==> src/rtl/gray_binary_converter_pipelined.sv <==
// -----------------------------------------------------------------------------
// gray_binary_converter_pipelined
//
// Bidirectional Gray <-> unsigned binary converter, selectable per word.
// Gray-to-binary is an MSB-to-LSB XOR prefix chain; the chain is cut into
// STAGES register slices of SLICE = ceil(WORD_WIDTH/STAGES) bits so wide
// words still close timing. Binary-to-Gray is done entirely in stage 0 and
// the word then rides through the remaining stages, so both modes share the
// same latency (STAGES cycles) and ordering is preserved across mode changes.
//
// Ports:
//   clock         single clock, rising edge
//   clear         synchronous active-high reset, discards all in-flight words
//   input_valid   input word present
//   input_ready   block accepts input this cycle (combinational from output_ready)
//   input_mode    0 = Gray to binary, 1 = binary to Gray
//   input_data    word to convert
//   output_valid  converted word present (registered)
//   output_ready  downstream accepts output this cycle
//   output_data   converted word (registered)
//   output_mode   input_mode of the word on output_data (registered)
// -----------------------------------------------------------------------------
module gray_binary_converter_pipelined #(
  parameter int WORD_WIDTH = 32,
  parameter int STAGES     = 4
) (
  input  logic                  clock,
  input  logic                  clear,
  input  logic                  input_valid,
  output logic                  input_ready,
  input  logic                  input_mode,
  input  logic [WORD_WIDTH-1:0] input_data,
  output logic                  output_valid,
  input  logic                  output_ready,
  output logic [WORD_WIDTH-1:0] output_data,
  output logic                  output_mode
);

  localparam int SLICE = (WORD_WIDTH + STAGES - 1) / STAGES;

  // Stage registers. r_data holds the partially converted word: in Gray mode
  // the bits above the current slice are already binary and the bits below
  // are still the original Gray bits, so the original word is carried along
  // inside it.
  logic [STAGES-1:0]     r_valid;
  logic [STAGES-1:0]     r_mode;
  logic [WORD_WIDTH-1:0] r_data [STAGES];

  logic [STAGES-1:0]     w_load;
  logic [STAGES-1:0]     w_src_valid;
  logic [STAGES-1:0]     w_src_mode;
  logic [WORD_WIDTH-1:0] w_src_data  [STAGES];
  logic [WORD_WIDTH-1:0] w_next_data [STAGES];

  generate
    for (genvar k = 0; k < STAGES; k++) begin : g_stage
      // A stage can load unless it and every stage after it are full while
      // the output is stalled; this is the unrolled form of
      // load_k = !valid_k || load_(k+1), which lets bubbles collapse.
      assign w_load[k] = output_ready | ~(&r_valid[STAGES-1:k]);

      if (k == 0) begin : g_first
        assign w_src_valid[k] = input_valid;
        assign w_src_mode[k]  = input_mode;
        assign w_src_data[k]  = input_data;
      end else begin : g_rest
        assign w_src_valid[k] = r_valid[k-1];
        assign w_src_mode[k]  = r_mode[k-1];
        assign w_src_data[k]  = r_data[k-1];
      end
    end
  endgenerate

  // Per-stage conversion of the word about to be loaded into each stage.
  always_comb begin
    for (int k = 0; k < STAGES; k++) begin
      w_next_data[k] = w_src_data[k];
      if (w_src_mode[k] == 1'b0) begin
        // Bits inside this stage's slice extend the prefix chain; the bit
        // just above the slice was resolved by an earlier stage (or is the
        // MSB, which is identical in both codes). Stages past the end of the
        // word have an empty slice and pass the word through.
        for (int i = WORD_WIDTH - 2; i >= 0; i--) begin
          if ((i <= WORD_WIDTH - 1 - k * SLICE) && (i >= WORD_WIDTH - (k + 1) * SLICE)) begin
            w_next_data[k][i] = w_next_data[k][i + 1] ^ w_src_data[k][i];
          end else begin
            w_next_data[k][i] = w_src_data[k][i];
          end
        end
      end else if (k == 0) begin
        w_next_data[k] = w_src_data[k] ^ (w_src_data[k] >> 32'd1);
      end else begin
        w_next_data[k] = w_src_data[k];
      end
    end
  end

  // Pipeline state: clear empties everything, otherwise each stage loads
  // from its source whenever it is allowed to.
  always_ff @(posedge clock) begin
    if (clear) begin
      r_valid <= '0;
      r_mode  <= '0;
      for (int k = 0; k < STAGES; k++) begin
        r_data[k] <= '0;
      end
    end else begin
      for (int k = 0; k < STAGES; k++) begin
        if (w_load[k]) begin
          r_valid[k] <= w_src_valid[k];
          // Payload only moves with a real word, keeping idle stages quiet.
          if (w_src_valid[k]) begin
            r_mode[k] <= w_src_mode[k];
            r_data[k] <= w_next_data[k];
          end
        end
      end
    end
  end

  assign input_ready  = w_load[0] & ~clear;
  assign output_valid = r_valid[STAGES-1];
  assign output_mode  = r_mode[STAGES-1];
  assign output_data  = r_data[STAGES-1];

endmodule

==> config.mk <==
export PLATFORM = sky130hd
export DESIGN_NAME = gray_binary_converter_pipelined
export DESIGN_NICKNAME = d
export VERILOG_FILES = /design/src/rtl/gray_binary_converter_pipelined.sv
export SDC_FILE = /design/constraint.sdc
export NUM_CORES = 1
export LEC_CHECK = 0
export BUFFER_PORTS_ARGS = -buffer_cell sky130_fd_sc_hd__buf_2
export CAP_MARGIN = 25
export CORE_MARGIN = 3
export CORE_UTILIZATION = 60
export CTS_BUF_LIST = sky130_fd_sc_hd__clkbuf_4
export DETAILED_ROUTE_END_ITERATION = 10
export PLACE_DENSITY = 0.91
export SLEW_MARGIN = 20
export SYNTH_ARGS = -nofsm -noshare
export SYNTH_HDL_FRONTEND = slang
export SYNTH_SLANG_ARGS = --single-unit
==> constraint.sdc <==
create_clock -name clock -period 2.4 [get_ports clock]
set_clock_uncertainty 0.05 [all_clocks]
set_input_delay 0 -clock clock [delete_from_list [all_inputs] [get_ports clock]]
set_output_delay 0 -clock clock [all_outputs]
set_load 0.03 [all_outputs]
# Yosys cells after proc, flatten, opt, wreduce, memory -nomap -nowiden
# Memory sizes are Yosys's and may differ from the RTL's.
# Cells that the tools add are included.
# Widths: inputs -> output; s select.
dict set report classes {
  n_reduce_logical 7
  order_cmp 0
  mux 57
  n_bitwise 46
  n_mul 0
  div 0
  eq_ne 0
  n_shift 0
  addsub 0
}
# operator n
set ops {}
lappend ops {{$mux 32} 4}
lappend ops {{$mux 1} 49}
lappend ops {{$xor 32x31->32} 1}
lappend ops {{$mux 31} 1}
lappend ops {{$xor 1x1->1} 31}
lappend ops {{$mux 25} 1}
lappend ops {{$mux 17} 1}
lappend ops {{$reduce_and 2->1} 5}
lappend ops {{$mux 9} 1}
lappend ops {{$or 1x1->1} 8}
lappend ops {{$not 1->1} 5}
lappend ops {{$reduce_and 4->1} 1}
lappend ops {{$reduce_and 3->1} 1}
lappend ops {{$and 1x1->1} 1}
dict set report totals {
  out_inout_bits 35
  ramBits 128
  register_bits 8
  mem_bits_ro 0
  inputBits 37
  word_cells 119
  latchBits 0
  memories 1
}
# name words word_bits read_ports rd_ports_with_merged_regs write_ports line
set memory_table {}
lappend memory_table {r_data 4 32 4 0 4 47} ;# logic [WORD_WIDTH-1:0] r_data [STAGES];

# Logic depth before layout (Yosys ltp)
# Gate-level depths: netlist of run 1.
dict set report logic_depth {
  ltp_word 18
  ltp_mapped 6
  ltp_nobuf 5
}

# Least setup slack after synthesis of run 1
# No wires, ideal clock.
dict set report synth_timing {
  path_kind {reg-to-reg}
  start {register r_valid[3]}
  end {memory r_data[1][0], enable pin}
  t_required_ns 1.868
  setup_ns 0.482
  period_less_slack_ns 2.096
  path_stages_with_launch 4
  setup_slack_ns 0.304
  t_arrival_ns 1.564
  path_buffers 0
  cell_sequence {dfxtp_1 and4b_1 nand2b_1 nand2b_1}
}
# item line
set synth_lines {}
lappend synth_lines {{start: declaration} 45} ;# logic [STAGES-1:0] r_valid;
lappend synth_lines {{start signal: indexed assignment} 110} ;# r_valid[k] <= w_src_valid[k];
lappend synth_lines {{end: declaration} 47}

==> metrics.md, run 1 <==
| Metric | Value |
|---|---|
| FMAX | `487 MHz` |
| Largest cells by area after synthesis | `edfxtp_1 (64%), and2_1 (7.5%), xor2_1 (5.4%)` |
| Multiplexer share of the synthesized area | `0.333%` |
| Crit path launch type | `flip-flop` |
| CTS root buf | `clkbuf_4` |
| CP max FO | `5` |
| Syn Area/Cell | `12.8 um^2` |
| Adder-Cell Fraction of Synth Area | `0%` |
| Fillers | `556` |
| RSZ-0062 raised after global routing | `no` |
| Number of synthesized register bits | `136` |
| PnR Total Power | `0.00507 W` |
| Via density | `4.88` |
| Pre-Repair DR Iteration Count | `4` |
| Die extent in x | `106 um` |
| Layout Nets | `634` |
| Clk Latency, worst-skew pair | `0.50 ns` |
| Number of global-route vias before repair | `3467` |
| Count of different cell masters after synthesis | `25` |
| H-Tree Depth | `4` |
| Largest net degree at the start of global routing | `34` |
| Yosys top cell by area | `edfxtp_1` |
| Setup TNS | `0 ns` |
| Crit. End Element | `flip-flop` |
| Cell area after layout | `7350 um^2` |
| TritonCTS buffer count | `17` |
| Most used DFF post-synth | `edfxtp_1` |
| Count leader, synth | `edfxtp_1` |
| Crit-path slowest cell | `edfxtp_1` |
| Worst IR drop on VDD | `0.345 mV` |
| CTS tree | `built` |
| Sequential cell area fraction in the yosys report | `66.6%` |
| I/O pin total | `72` |
| Tmin final | `2.05 ns` |
| Complex-gate fraction of the synthesized area | `3.16%` |
| Final Cycle Share | `85.6%` |
| Post-synth EDFFs | `128` |
| Critical Path AT | `2.35 ns` |
| Initial antenna violation count | `0` |
| Syn. warnings | `0` |
| CTS Buffer Depth | `2` |
| Number of max-cap violations | `0` |
| GRT overflow | `0` |
| Xor/xnor share of the synthesized area | `11.8%` |
| Global-route wire length before repair | `15600 um` |
| Sink Count | `136` |
| Total track usage | `17.5%` |
| LEAKAGE | `2.96 nW` |
| Critical path required time | `2.70 ns` |
| DR iter-0 viols | `190` |
| Max incr delay on CP | `0.47 ns` |
| DIE AREA | `11300 um^2` |
| Initial Utilization | `63.3%` |
| Worst-margin pin slew | `0.654 ns` |
| Synth cell count leaders | `edfxtp_1 (128), and2_1 (72), nor2_1 (60), xor2_1 (37), nand2_1 (33)` |
| Clk slew on worst S/H paths | `0.10 ns` |
| Synth top area share | `63.9%` |
| Status | `completed` |
| Worst-path cell chain | `xnor2_2 > xnor3_2 > xor2_1 > or3_1 > a21oi_1` |
| Critical path type | `reg -> reg` |
| Relative slew slack | `56.4%` |
| Area Overhead vs Synth | `22.2%` |
| Core Rows | `35` |
| Final setup fails | `0` |
| Drt drc | `0` |
| Wire per inst | `12.3 um` |
| Die height | `106 um` |
| Final ANT Viol Nets | `0` |
| Core area | `9500 um^2` |
| Bufs and invs on worst path | `0` |
| GP Congestion | `0.792` |
| Cell Area, Synth | `6010 um^2` |
| Port Buffer Count | `71` |
| Fraction of layout cells with a size suffix above 1 | `19.7%` |
| Routed WL | `9080 um` |
| Top delay family on crit path | `XOR/XNOR gates` |
| Power Density | `689 nW/um^2` |
| Number of diodes | `0` |
| CTS hold repair buffers | `53` |
| Slew Viols, Final | `0` |
| Synthesized Nets | `505` |
| Cts repair resizes | `0` |
| Cells after Synth | `468` |
| Hold Vio Cnt, Final | `0` |
| Post-DP Area | `6500 um^2` |
| Post-synth ARST share | `0%` |
| Fin util | `77.3%` |
| Hpwl dp | `5760 um` |
| Hold crit path type | `in -> reg` |
| Largest family of logic cells by synthesized area | `simple AND/OR/NAND/NOR gates` |
| Via Count | `3609` |
| Synth Area in Simple Gates | `16.7%` |
| Postcts setup bufs | `0` |
[layout by cell type (no fill, tap or decap), types with 6 or more instances in the layout]
cell type      instances
o21ai_0               13
nand2_1               33
or3_1                 11
nor2_1                57
xnor2_1               30
nand2b_1               6
buf_4                  6
a21oi_1               21
edfxtp_1             128
dlygate4sd3_1         53
buf_2                 71
and2_1                72
xor2_1                37
dfxtp_1                8
clkbuf_4              17
[kinds of logic after synthesis]
family                 after synthesis
AND/OR/NAND/NOR                    197
flip-flops                         136
XOR/XNOR                            73
AO/OA/AOI/OAI                       37
buffers and inverters               23
multiplexers                         2
[per-layer routing]
metal / part of all wire (%) / track usage [%]
met4: 1.3 / 5.55
met1: 41 / 20.4
met3: 5.3 / 5.22
met5: 0 / 0
met2: 52 / 31.0
[report_power, final]
part           total, W  internal [W]  switching, W  leakage (nW)
Clock           0.00155      0.000812      0.000742         0.164
Sequential      0.00280       0.00274     0.0000583          1.43
Combinational  0.000713      0.000338      0.000375          1.36
[flip-flops by register name (all words and copies together), names as in the netlist]
register	flops
r_data	128
r_mode	4
r_valid	4
[tightest hold or removal path: stages]
cell and delay (ns):
buf_2 0.12, xnor2_1 0.09, a21oi_1 0.16, nor3b_1 0.06
[cell type report]
class	count	area, um^2	area share (%)
clock buffers	17	128	1.74
clock inverters	15	184	2.50
inverters	3	11.3	0.153
multi-input cells	309	1930	26.3
flip-flops and latches	136	4000	54.5
well taps	129	161	2.20
repair buffers	130	931	12.7
[worst paths after layout]
kind	startpoint	to	slack (ns)	cells after the start
hold / removal	input_data[27]	r_data[0][25]	0.05	4
hold reg to reg	r_mode[3]	r_mode[3]	0.43	2
setup / recovery	r_data[0][24]	r_data[1][16]	0.35	5
setup reg to reg	r_data[0][24]	r_data[1][16]	0.35	5
[stage by stage]
stage	hold slack [ns]	instances	worst slack [ns]
5_1_grt	0.0185	739	0.228
4_1_cts	0.000231	739	0.281
6_report	0.0549	739	0.347
2_1_floorplan	0.0674	468	0.304
3_5_place_dp	0.242	654	0.352
3_3_place_gp	0.228	654	0.483
Power figures use the tool's default switching activity.
==> run 2: changes to the inputs <==
- CELL_PAD_IN_SITES_DETAIL_PLACEMENT: unset -> 0
- CELL_PAD_IN_SITES_GLOBAL_PLACEMENT: unset -> 1
- CORE_UTILIZATION: 60 -> 49
==> run 2 against run 1 <==
Compared with the run above:
- global-route usage decreased by 3.8 points
- fmax shrank 1.1%
- register-to-register slack got worse by 0.02 ns
- utilization shrank 15 points
- sequential share of layout area up 0.28 points
- hold slack gained 0.014 ns
- sequential power about the same
- critical endpoint is now r_valid[0]
- highest routed layer unchanged
==> metrics.md, run 2 (synthesized netlist as in run 1, its figures left out) <==
| Metric | Value |
|---|---|
| Status | `completed` |
| Worst IR drop on VDD | `0.278 mV` |
| H-Tree Depth | `4` |
| CTS Buffer Depth | `2` |
| Drt drc | `0` |
| Commonest non-fill, non-tap cells in the layout | `edfxtp_1 (128), and2_1 (72), buf_2 (71)` |
| Number of max-cap violations | `0` |
| Crit path launch type | `flip-flop` |
| Critical path type | `reg -> reg` |
| Area Overhead vs Synth | `21.6%` |
| Worst-margin pin slew | `0.644 ns` |
| Postcts setup bufs | `0` |
| Net Sw Frac | `23.0%` |
| Max reg flops | `128` |
| Setup TNS | `0 ns` |
| I/O pin total | `72` |
| Slew Viols, Final | `0` |
| Clk slew on worst S/H paths | `0.12 ns` |
| Cts repair resizes | `0` |
| CTS hold repair buffers | `51` |
| Routed WL | `8660 um` |
| Pre-Repair DR Iteration Count | `6` |
| Sink Count | `136` |
| Largest net degree at the start of global routing | `34` |
| Final ANT Viol Nets | `0` |
| Initial antenna violation count | `0` |
| Net switching power | `0.00114 W` |
| Total track usage | `13.7%` |
| Largest regs | `r_data (128), r_mode (4), r_valid (4)` |
| Number of diodes | `0` |
| Via density | `4.62` |
| GP Congestion | `0.765` |
| Hold Vio Cnt, Final | `0` |
| Layout Nets | `631` |
| Clock network power share | `29.3%` |
| Crit. End Element | `flip-flop` |
| Power Internal | `0.00381 W` |
| Clk Latency, worst-skew pair | `0.51 ns` |
| DIE AREA | `13600 um^2` |
| Global-route wire length before repair | `14600 um` |
| CP max FO | `5` |
| Via Count | `3463` |
| Final Non-Filler Cells | `750` |
| Die height | `117 um` |
| Reg area | `4000 um^2` |
| Initial Utilization | `51.3%` |
| Hold WS | `0.0692 ns` |
| RSZ-0062 raised after global routing | `no` |
| Fraction of layout cells with a size suffix above 1 | `19.6%` |
| CTS root buf | `clkbuf_4` |
| Tmin final | `2.08 ns` |
| Port Buffer Count | `71` |
| CTS tree | `built` |
| Placed insts | `667` |
| Core area | `11700 um^2` |
| TritonCTS buffer count | `17` |
| Most common cell after layout, fill and taps aside | `edfxtp_1` |
| Hold crit path type | `in -> reg` |
| Logic gate share of total power | `14.2%` |
| GRT overflow | `0` |
| FMAX | `482 MHz` |
| Multi-input gate area | `1930 um^2` |
| Final Cycle Share | `86.5%` |
| Register with the most flip-flops | `r_data` |
| Final setup fails | `0` |
| Core Rows | `39` |
| Number of global-route vias before repair | `3317` |
| Power Density | `677 nW/um^2` |
| Critical path required time | `2.75 ns` |
| LEAKAGE | `2.94 nW` |
| Hpwl dp | `6040 um` |
| Seq pwr share | `56.6%` |
| Wire per inst | `11.5 um` |
| Fillers | `888` |
| PnR Total Power | `0.00495 W` |
| Die extent in x | `117 um` |
| DR iter-0 viols | `264` |
| Critical Path AT | `2.42 ns` |
| Relative slew slack | `57.0%` |
[run 2: cell types whose count changed in the layout (fill, tap and decap cells not counted), sizes merged]
cell	previous run	this run
clkinv	9	8
buf	77	76
bufinv	4	3
clkinvlp	2	1
clkbuf	17	20
dlygate4sd3	53	51
[run 2: power groups by stage]
stage / sequential [W] / clock [W] / combinational, W
after floorplan: 0.00289 / 0 / 0.000426
after detailed placement: 0.00286 / 0 / 0.000617
after global placement: 0.00285 / 0 / 0.000591
final: 0.00280 / 0.00145 / 0.000701
after CTS: 0.00280 / 0.00149 / 0.000699
after global routing: 0.00282 / 0.00161 / 0.000774
[run 2: critical path: stages (launching register included)]
cell,delay (ns)
dfxtp_1,0.35
and4b_1,0.26
a21oi_1,0.15
dlygate4sd3_1,0.57
nor2_1,0.04
dlygate4sd3_1,0.56
[run 2: layout make-up]
| class | count | share of cell area (%) |
|---|---|---|
| inverter | 3 | 0.154 |
| timing repair buffer | 127 | 12.4 |
| clock inverter | 12 | 1.83 |
| sequential | 136 | 54.8 |
| multi-input combinational | 309 | 26.4 |
| clock buffer | 20 | 2.05 |
| tap | 143 | 2.45 |
[run 2: stage by stage]
| stage | area (um^2) | utilization (%) | setup slack, ns |
|---|---|---|---|
| floorplan | 6010 | - | 0.304 |
| global placement | 6510 | 55.6 | 0.468 |
| detailed placement | 6510 | 55.6 | 0.407 |
| CTS | 7300 | 62.4 | 0.345 |
| global route | 7310 | 62.4 | 0.216 |
| finish | 7310 | 62.4 | 0.323 |
[run 2: per-layer routing]
layer / GRT usage, % / wire length, um / vias up
met1: 17.5 / 4000 / 1509
met3: 4.01 / 466 / 11
met5: 0 / 0 / -
li1: - / - / 1855
met4: 6.80 / 119 / 0
met2: 21.6 / 4080 / 88
[run 2: path summary, 6_finish.rpt]
check / start / to / slack, ns / cells past startpoint
worst min-delay path: input_data[27] / r_data[0][25] / 0.07 / 4
worst max-delay path: r_valid[2] / r_valid[0] / 0.32 / 5
worst min register to register: r_mode[3] / r_mode[3] / 0.44 / 2
worst max register to register: r_valid[2] / r_valid[0] / 0.32 / 5
==> run 3: changes to the inputs <==
- BUFFER_PORTS_ARGS: -buffer_cell sky130_fd_sc_hd__buf_2 -> unset
- CELL_PAD_IN_SITES_DETAIL_PLACEMENT: 0 -> unset
- CELL_PAD_IN_SITES_GLOBAL_PLACEMENT: 1 -> unset
- CORE_UTILIZATION: 49 -> 66
- DONT_BUFFER_PORTS: unset -> 1
==> run 3 against run 2 <==
Compared with the run above:
- combinational power shrank 8.4%
- non-clock buffer count decreased by 54
- sequential cell count is the same
- register-to-register slack worse by 0.16 ns
- clock power up 3%
- power up 0.99%
- worst setup slack worse by 0.20 ns
- clock-buffer cell count decreased by 1
- first-iteration DRC count decreased by 31%
- sequential power up 2%
- fmax shrank 8.7%
- critical path type is now in -> reg
- largest power group unchanged
- highest routed layer unchanged
==> metrics.md, run 3 (synthesized netlist as in run 1, its figures left out) <==
| Metric | Value |
|---|---|
| Hpwl dp | `5730 um` |
| Crit path launch type | `primary input` |
| Crit-path slowest cell | `dlygate4sd3_1` |
| Wire per inst | `14.3 um` |
| FF-to-FF Start | `r_valid[3]` |
| Tmin final | `2.28 ns` |
| Worst-margin pin slew | `0.648 ns` |
| FF-to-FF End | `r_data[0][26]` |
| DIE AREA | `10300 um^2` |
| Setup TNS | `0 ns` |
| Power Density | `704 nW/um^2` |
| Bufs and invs on worst path | `3` |
| Cell area after layout | `7100 um^2` |
| Register with the most flip-flops | `r_data` |
| DR iter-0 viols | `181` |
| Number of max-cap violations | `0` |
| Hold crit path type | `in -> reg` |
| Total track usage | `20.2%` |
| RSZ-0062 raised after global routing | `no` |
| Global-route wire length before repair | `16000 um` |
| Area Overhead vs Synth | `18.1%` |
| Slew Viols, Final | `0` |
| CTS tree | `built` |
| Initial Utilization | `68.3%` |
| Postcts setup bufs | `0` |
| LEAKAGE | `2.72 nW` |
| FMAX | `440 MHz` |
| Port Buffer Count | `0` |
| Largest regs | `r_data (128), r_mode (4), r_valid (4)` |
| CP max FO | `2` |
| Core area | `8810 um^2` |
| PnR Total Power | `0.00500 W` |
| Fraction of layout cells with a size suffix above 1 | `9.40%` |
| Hold depth | `2` |
| H-Tree Depth | `4` |
| Crit. End Element | `flip-flop` |
| Most common cell after layout, fill and taps aside | `edfxtp_1` |
| Max reg flops | `128` |
| Pre-Repair DR Iteration Count | `5` |
| Layout Nets | `577` |
| Hold Startpoint | `clear` |
| Critical path required time | `2.71 ns` |
| I/O pin total | `72` |
| CP dominant cell by count | `dlygate4sd3_1` |
| GP Congestion | `0.782` |
| Largest net degree at the start of global routing | `33` |
| Die height | `101 um` |
| Worst IR drop on VDD | `0.360 mV` |
| Critical Path AT | `2.58 ns` |
| Number of diodes | `0` |
| TritonCTS buffer count | `17` |
| Hold WS | `0.0493 ns` |
| Clk slew on worst S/H paths | `0.12 ns` |
| Register-to-register setup slack | `0.16 ns` |
| GRT overflow | `0` |
| Drt drc | `0` |
| Max incr delay on CP | `0.60 ns` |
| Fin util | `80.7%` |
| Worst-path cell chain | `dlygate4sd3_1 > xor2_1 > dlygate4sd3_1 > xor2_1 > or3_1 > dlygate4sd3_1 > a21oi_1` |
| Number of global-route vias before repair | `3399` |
| Clk Latency, worst-skew pair | `0.50 ns` |
| Post-DP Area | `6140 um^2` |
| CTS Buffer Depth | `2` |
| Commonest non-fill, non-tap cells in the layout | `edfxtp_1 (128), and2_1 (72), dlygate4sd3_1 (66)` |
| Via Count | `3497` |
| Hold EP | `r_mode[3]` |
| Die extent in x | `101 um` |
| R2R cell count | `6` |
| Hold Vio Cnt, Final | `0` |
| Final Cycle Share | `94.8%` |
| Initial antenna violation count | `0` |
| Via density | `5.29` |
| CTS root buf | `clkbuf_4` |
| Status | `completed` |
| Final ANT Viol Nets | `0` |
| Final setup fails | `0` |
| Routed WL | `9470 um` |
| Critical path type | `in -> reg` |
| Top delay family on crit path | `buffers and inverters` |
| Core Rows | `34` |
| Sink Count | `136` |
| Relative slew slack | `56.7%` |
==> run 3: cell types whose count changed in the layout (fill, tap and decap cells not counted), sizes merged <==
cell and change:
buf -69, clkbuf -1, clkinvlp +1, dlygate4sd3 +15
==> run 3: worst max path at each step <==
stage              startpoint            end  slack, ns  cells past startpoint
3_3_place_gp       r_valid[3]   r_data[3][2]       0.35                      5
2_1_floorplan      r_valid[3]   r_data[1][0]       0.30                      3
6_report       input_data[26]  r_data[0][24]       0.12                      7
5_1_grt        input_data[26]  r_data[0][24]       0.04                      7
4_1_cts            r_valid[3]  r_data[0][26]       0.08                      6
3_5_place_dp       r_valid[3]   r_data[3][2]       0.20                      5
==> run 3: per-layer routing <==
| metal | GRT usage (%) | share of wire (%) | up-vias |
|---|---|---|---|
| li1 | - | - | 1743 |
| met1 | 26.1 | 41 | 1612 |
| met2 | 33.5 | 51 | 129 |
| met3 | 5.23 | 6.4 | 13 |
| met4 | 7.26 | 1.0 | 0 |
| met5 | 0 | 0 | - |
==> run 3: where the power goes <==
group / leakage, nW / switching [W] / internal, W
sequential: 1.43 / 0.000116 / 0.00275
combinational: 1.12 / 0.000312 / 0.000331
clock: 0.160 / 0.000756 / 0.000739
total: 2.72 / 0.00118 / 0.00382
==> run 3: layout make-up <==
class / count / area [um^2]
Sequential cell: 136 / 4010
Multi-Input combinational cell: 309 / 1930
Inverter: 3 / 11.3
Timing Repair Buffer: 73 / 726
Clock inverter: 13 / 155
Fill cell: 446 / 1700
Clock buffer: 19 / 143
Tap cell: 108 / 135
==> run 3: per-stage QoR <==
| step | setup slack [ns] | instances |
|---|---|---|
| 3_3_place_gp | 0.354 | 563 |
| 6_report | 0.125 | 661 |
| 3_5_place_dp | 0.201 | 563 |
| 5_1_grt | 0.0435 | 661 |
| 4_1_cts | 0.0774 | 660 |
| 2_1_floorplan | 0.304 | 468 |
==> run 3: timing repair <==
item	4_1_cts	5_1_grt
hold endpoints to repair	101	26
endpoints found under the setup margin	0	1
hold buffers	65	1
gates resized for setup	0	1
